<file path="src/rtl/chess_pkg.sv">
// chess_pkg: bitboard layout constants, board masks and checker FSM states.
package chess_pkg;
  localparam int BLACK_BASE = 0;
  localparam int WHITE_BASE = 6;
  localparam int PAWN       = 0;
  localparam int KNIGHT     = 1;
  localparam int BISHOP     = 2;
  localparam int ROOK       = 3;
  localparam int QUEEN      = 4;
  localparam int KING       = 5;

  localparam logic [63:0] NOT_A_FILE = 64'hfefefefefefefefe;
  localparam logic [63:0] NOT_H_FILE = 64'h7f7f7f7f7f7f7f7f;
  localparam logic [63:0] RANK1      = 64'h00000000000000ff;
  localparam logic [63:0] RANK8      = 64'hff00000000000000;

  typedef enum logic [2:0] {ST_IDLE, ST_APPLY, ST_ATTACK, ST_CHECK, ST_DONE} state_e;

  // Piece type a promoting pawn becomes; 0 and codes 5-7 fall back to queen
  function automatic logic [2:0] promo_type(input logic [2:0] promo);
    case (promo)
      3'd1:    promo_type = 3'(KNIGHT);
      3'd2:    promo_type = 3'(BISHOP);
      3'd3:    promo_type = 3'(ROOK);
      default: promo_type = 3'(QUEEN);
    endcase
  endfunction
endpackage

</file>
<file path="src/rtl/move_apply.sv">
// move_apply: combinational trial-board builder for one candidate move.
module move_apply
  import chess_pkg::*;
(
  input  logic [5:0]   from_sq,
  input  logic [5:0]   to_sq,
  input  logic         side_white,
  input  logic [2:0]   promo,
  input  logic [767:0] board,
  output logic [767:0] trial,
  output logic         err,
  output logic         capture
);
  logic [63:0] slice [12];
  logic [11:0] from_hit, to_hit, own_mask;
  logic [5:0]  own_from, own_to;
  logic [2:0]  move_type, dest_type;
  logic        found, promote;
  logic [63:0] s_work;

  for (genvar gi = 0; gi < 12; gi++) begin : g_slice
    assign slice[gi]    = board[gi * 64 +: 64];
    assign from_hit[gi] = slice[gi][from_sq];
    assign to_hit[gi]   = slice[gi][to_sq];
    assign own_mask[gi] = ((gi >= WHITE_BASE) == side_white);
  end

  assign own_from = side_white ? from_hit[11:6] : from_hit[5:0];
  assign own_to   = side_white ? to_hit[11:6]   : to_hit[5:0];

  // Lowest own slice holding the source square names the moving piece
  always_comb begin
    move_type = 3'd0;
    found     = 1'b0;
    for (int p = 5; p >= 0; p--) begin
      if (own_from[p]) begin
        move_type = 3'(p);
        found     = 1'b1;
      end
    end
  end

  assign promote   = (move_type == 3'(PAWN)) && (side_white ? RANK8[to_sq] : RANK1[to_sq]);
  assign dest_type = promote ? promo_type(promo) : move_type;
  assign err       = ~found | (|own_to) | (from_sq == to_sq);

  // Lift the mover off its square, remove any captured piece, drop the mover on the target
  always_comb begin
    trial   = '0;
    capture = 1'b0;
    s_work  = '0;
    for (int k = 0; k < 12; k++) begin
      s_work = slice[k];
      if (own_mask[k]) begin
        s_work[from_sq] = 1'b0;
        if (found && (k == (side_white ? WHITE_BASE : BLACK_BASE) + int'(dest_type)))
          s_work[to_sq] = 1'b1;
      end else begin
        capture       = capture | s_work[to_sq];
        s_work[to_sq] = 1'b0;
      end
      trial[k * 64 +: 64] = s_work;
    end
  end
endmodule

</file>
<file path="config.mk">
export PLATFORM = sky130hd
export DESIGN_NAME = move_apply
export DESIGN_NICKNAME = d
export VERILOG_FILES = /design/src/rtl/chess_pkg.sv /design/src/rtl/move_apply.sv
export SDC_FILE = /design/constraint.sdc
export NUM_CORES = 2
export LEC_CHECK = 0
export CELL_PAD_IN_SITES_DETAIL_PLACEMENT = 0
export CELL_PAD_IN_SITES_GLOBAL_PLACEMENT = 1
export CORE_AREA = 2 2 603 605
export DETAILED_ROUTE_END_ITERATION = 10
export DIE_AREA = 0 0 605 607
export PLACE_DENSITY_LB_ADDON = 0.05
export RECOVER_POWER = 100
export SYNTH_ARGS = -nofsm -noshare
export SYNTH_HDL_FRONTEND = slang
export SYNTH_SLANG_ARGS = --single-unit
export TNS_END_PERCENT = 10
</file>
<file path="constraint.sdc">
create_clock -name vclk -period 10.4
set_clock_uncertainty 0.1 [all_clocks]
set_input_delay 2.08 -clock vclk [all_inputs]
set_output_delay 2.08 -clock vclk [all_outputs]
set_load 0.03 [all_outputs]
</file>
==> results by group <==
Critical path
  • CP cell instances: clkdlybuf4s50_1 -> mux2i_2 -> a21oi_1 -> a221o_1 -> or4_1 -> a311o_1 -> a21oi_1 -> a32o_1 -> ha_1 -> inv_1 -> fa_1 -> buf_4 -> nand2b_1 -> a41oi_4 -> buf_12 -> nand2_4 -> buf_12 -> o31ai_1 -> buf_4 -> buf_12
  • Slowest stage delay, CP: approximately 0.63 ns
  • Crit Path Class: input pin to output pin
  • Sum of buffers and inverters on the critical path: 7
  • Critical Path RT: ~8.2 ns
  • Worst-path fanout max: 48
  • Cell family with most CP delay: compound AO/OA/AOI/OAI gates
  • Worst Path Arrival: ~8.3 ns
  • Critical path origin: board[704]
  • Critical Path Start Type: input pin
  • Most common cell on crit path: buf_12
  • Crit end category: output pin
  • CP max-delay cell: or4_1

Power and ir drop
  • Power per cell area: roughly 79 mW/mm2
  • P_leak: approximately 0.024 uW
  • Total power: just over 5000 uW
  • Maximum vdd drop: 0.0712 mV

Clock tree
  • Cts hold-fix bufs: 0

Cells and area
  • Seq_cells: 0
  • Share of layout cells above drive strength 1: 0.331
  • Total Nets Final: about 7300
  • Storage element area: 0 um2
  • Design area: roughly 0.064 mm2
  • Fin util: 0.178
  • Clock buffer count in the final layout: 0
  • Area grow syn2layout: 119%

Placement
  • Pre-CTS setup slack: -1.39 ns
  • Post-DP Area: approximately 0.064 mm2
  • Post-DP HPWL: approximately 430 mm
  • PortBufs: 1554
  • Final RePlAce weighted congestion: between 0.8 and 0.9

STA
  • Max Fclk: between 90 and 100 MHz
  • Pins Over Slew Limit: 7
  • Final setup violation count: 2
  • Worst slew margin: -0.0937
  • Final Cycle Share: 1.00
  • Worst setup margin: -0.0434 ns
  • Worst slew pin tran: 1.64 ns
  • Hold Fails Final Rpt: 0
  • Min Clock Period, post-route: 10.44 ns

Logic synthesis
  • Register area share after synthesis: 0
  • YS warnings: 0
  • Netlist Area Pre-Place: between 0.02 and 0.03 mm2
  • Syn nets: approximately 5300
  • Mean Syn Cell Area: around 6.5 um2
  • Cell variety after synth: 84
  • Cells after Synth: 4509

Floorplan
  • Die height: 607 um
  • Cell row count: between 200 and 250
  • DIE WIDTH: 605 um
  • Core area: 0.361 mm2
  • Die area: 0.367 mm2
  • Initial Util: 0.0815
  • # IOs: approximately 1600

Routing
  • Post-route ant nets: 0
  • Via count: about 55000
  • DRT Wirelength: between 500 and 600 mm
  • Via/cell ratio: about 4.8
  • DRT Pass-1 Iters: 6
  • DRC viols: 0
  • DR iter-0 viols: 5159
  • Avg WL per Cell: ~47 um

Global route
  • Total Routing Usage GR: 0.275
  • Initial antenna violation count: about 200
  • Vias in the first global route: between 50000 and 60000
  • Largest net degree at the start of global routing: 147
  • First-pass GRT wire length: around 660 mm
  • Grt total ovfl: 0

Outcome
  • Status: finished, violations left
  • Failing checks: capacitance limit, slew limit, setup timing

Min path
  • Hold path start: side_white
  • Hold WC Path Type: input pin to output pin

Run
  • Maxcap violations: 1
per-layer routing:
metal	track usage	wire [um]	vias up
met5	0	624	-
met4	0.0908	21500	100
met3	0.0426	30000	622
met2	0.493	267000	2777
met1	0.332	217000	29100
li1	-	-	22600
stage by stage:
| step | hold slack (ns) | setup TNS [ns] | std cells |
|---|---|---|---|
| 2_1_floorplan | 4.28 | 0 | 4509 |
| 3_3_place_gp | 4.65 | -753.76 | 11300 |
| 3_5_place_dp | 4.63 | -648.94 | 11300 |
| 4_1_cts | 4.64 | 0 | 11300 |
| 5_1_grt | 4.64 | -0.117 | 11300 |
| 6_report | 4.62 | -0.0510 | 11400 |
layout make-up:
class	instances	area [um2]
inverters	18	86.3
multi-input cells	3839	27300
diodes	78	195
fillers	40800	297000
repair buffers	2658	30800
well taps	4794	6000
cells in the mapped netlist, types with 21 or more instances:
cell type | number | share of area
o31ai_1 | 606 | 0.15
a31oi_1 | 589 | 0.13
and3_1 | 576 | 0.12
clkbuf_1 | 449 | 0.057
nand2_1 | 344 | 0.044
o21ai_0 | 299 | 0.051
o211ai_1 | 194 | 0.050
nor2_1 | 136 | 0.017
mux2i_1 | 130 | 0.044
o31ai_2 | 110 | 0.047
nand3_1 | 103 | 0.018
buf_2 | 98 | 0.017
nor3_1 | 68 | 0.012
a22oi_1 | 65 | 0.017
o22ai_1 | 62 | 0.013
a221oi_1 | 55 | 0.016
mux4_2 | 54 | 0.041
buf_6 | 51 | 0.020
a21oi_1 | 43 | 0.0073
mux2_2 | 40 | 0.015
buf_1 | 36 | 0.0046
nand4_1 | 31 | 0.0066
nor4_1 | 30 | 0.0064
a221o_1 | 25 | 0.0085
a22o_1 | 21 | 0.0063
worst paths after layout:
check                     to  slack (ns)  depth (start not counted)
setup / recovery  trial[635]       -0.04                         20
hold / removal       capture        4.62                          3
cell usage in the layout, fill, tap and decap left out, types with 15 or more instances in the layout:
cell,instances
a221o_1,25
nor2_1,130
and3_1,574
o211ai_1,194
nand3_1,99
o21ai_0,281
mux4_2,54
nand2_1,339
a22o_1,20
a31oi_1,587
o22ai_1,59
buf_4,1047
a21oi_1,42
o31ai_4,20
buf_12,715
a221oi_1,50
o21ai_1,15
nand3b_1,15
diode_2,78
mux2i_1,124
nor3_1,63
nor4_1,28
clkbuf_1,85
a22oi_1,61
mux2_2,40
o31ai_2,133
o31ai_1,563
clkdlybuf4s50_1,770
nand4_1,31
timing repair:
| action | 4_1_cts | 5_1_grt |
|---|---|---|
| setup buffers | 6 | 24 |
| cloned | 1 | 7 |
| pin swaps | 8 | 8 |
| resized for setup | 92 | 59 |
| endpoints found under the setup margin | 768 | 453 |
cell families (layout without fill, tap and decap cells):
kind of cell | count (synthesis) | after routing | share of synthesized area
fa+ha+maj | 2 | 2 | 0.00111
simple gates | 1409 | 1409 | 0.256
compound gates | 2190 | 2190 | 0.532
xor+xnor | 6 | 6 | 0.00179
mux | 232 | 232 | 0.104
other cells | 0 | 78 | 0
buf+inv | 670 | 2676 | 0.105
where the power goes:
part           internal (uW)  leakage [uW]  switching [uW]
Clock              0.0000704   0.000000513               0
Sequential                 0             0               0
Combinational           1980        0.0240            3130
Total                   1980        0.0240            3130
worst min-delay path: stages:
cell and delay (ns):
buf_8 0.17, mux2i_1 0.16, buf_4 0.19
Power figures use the tool's default switching activity.
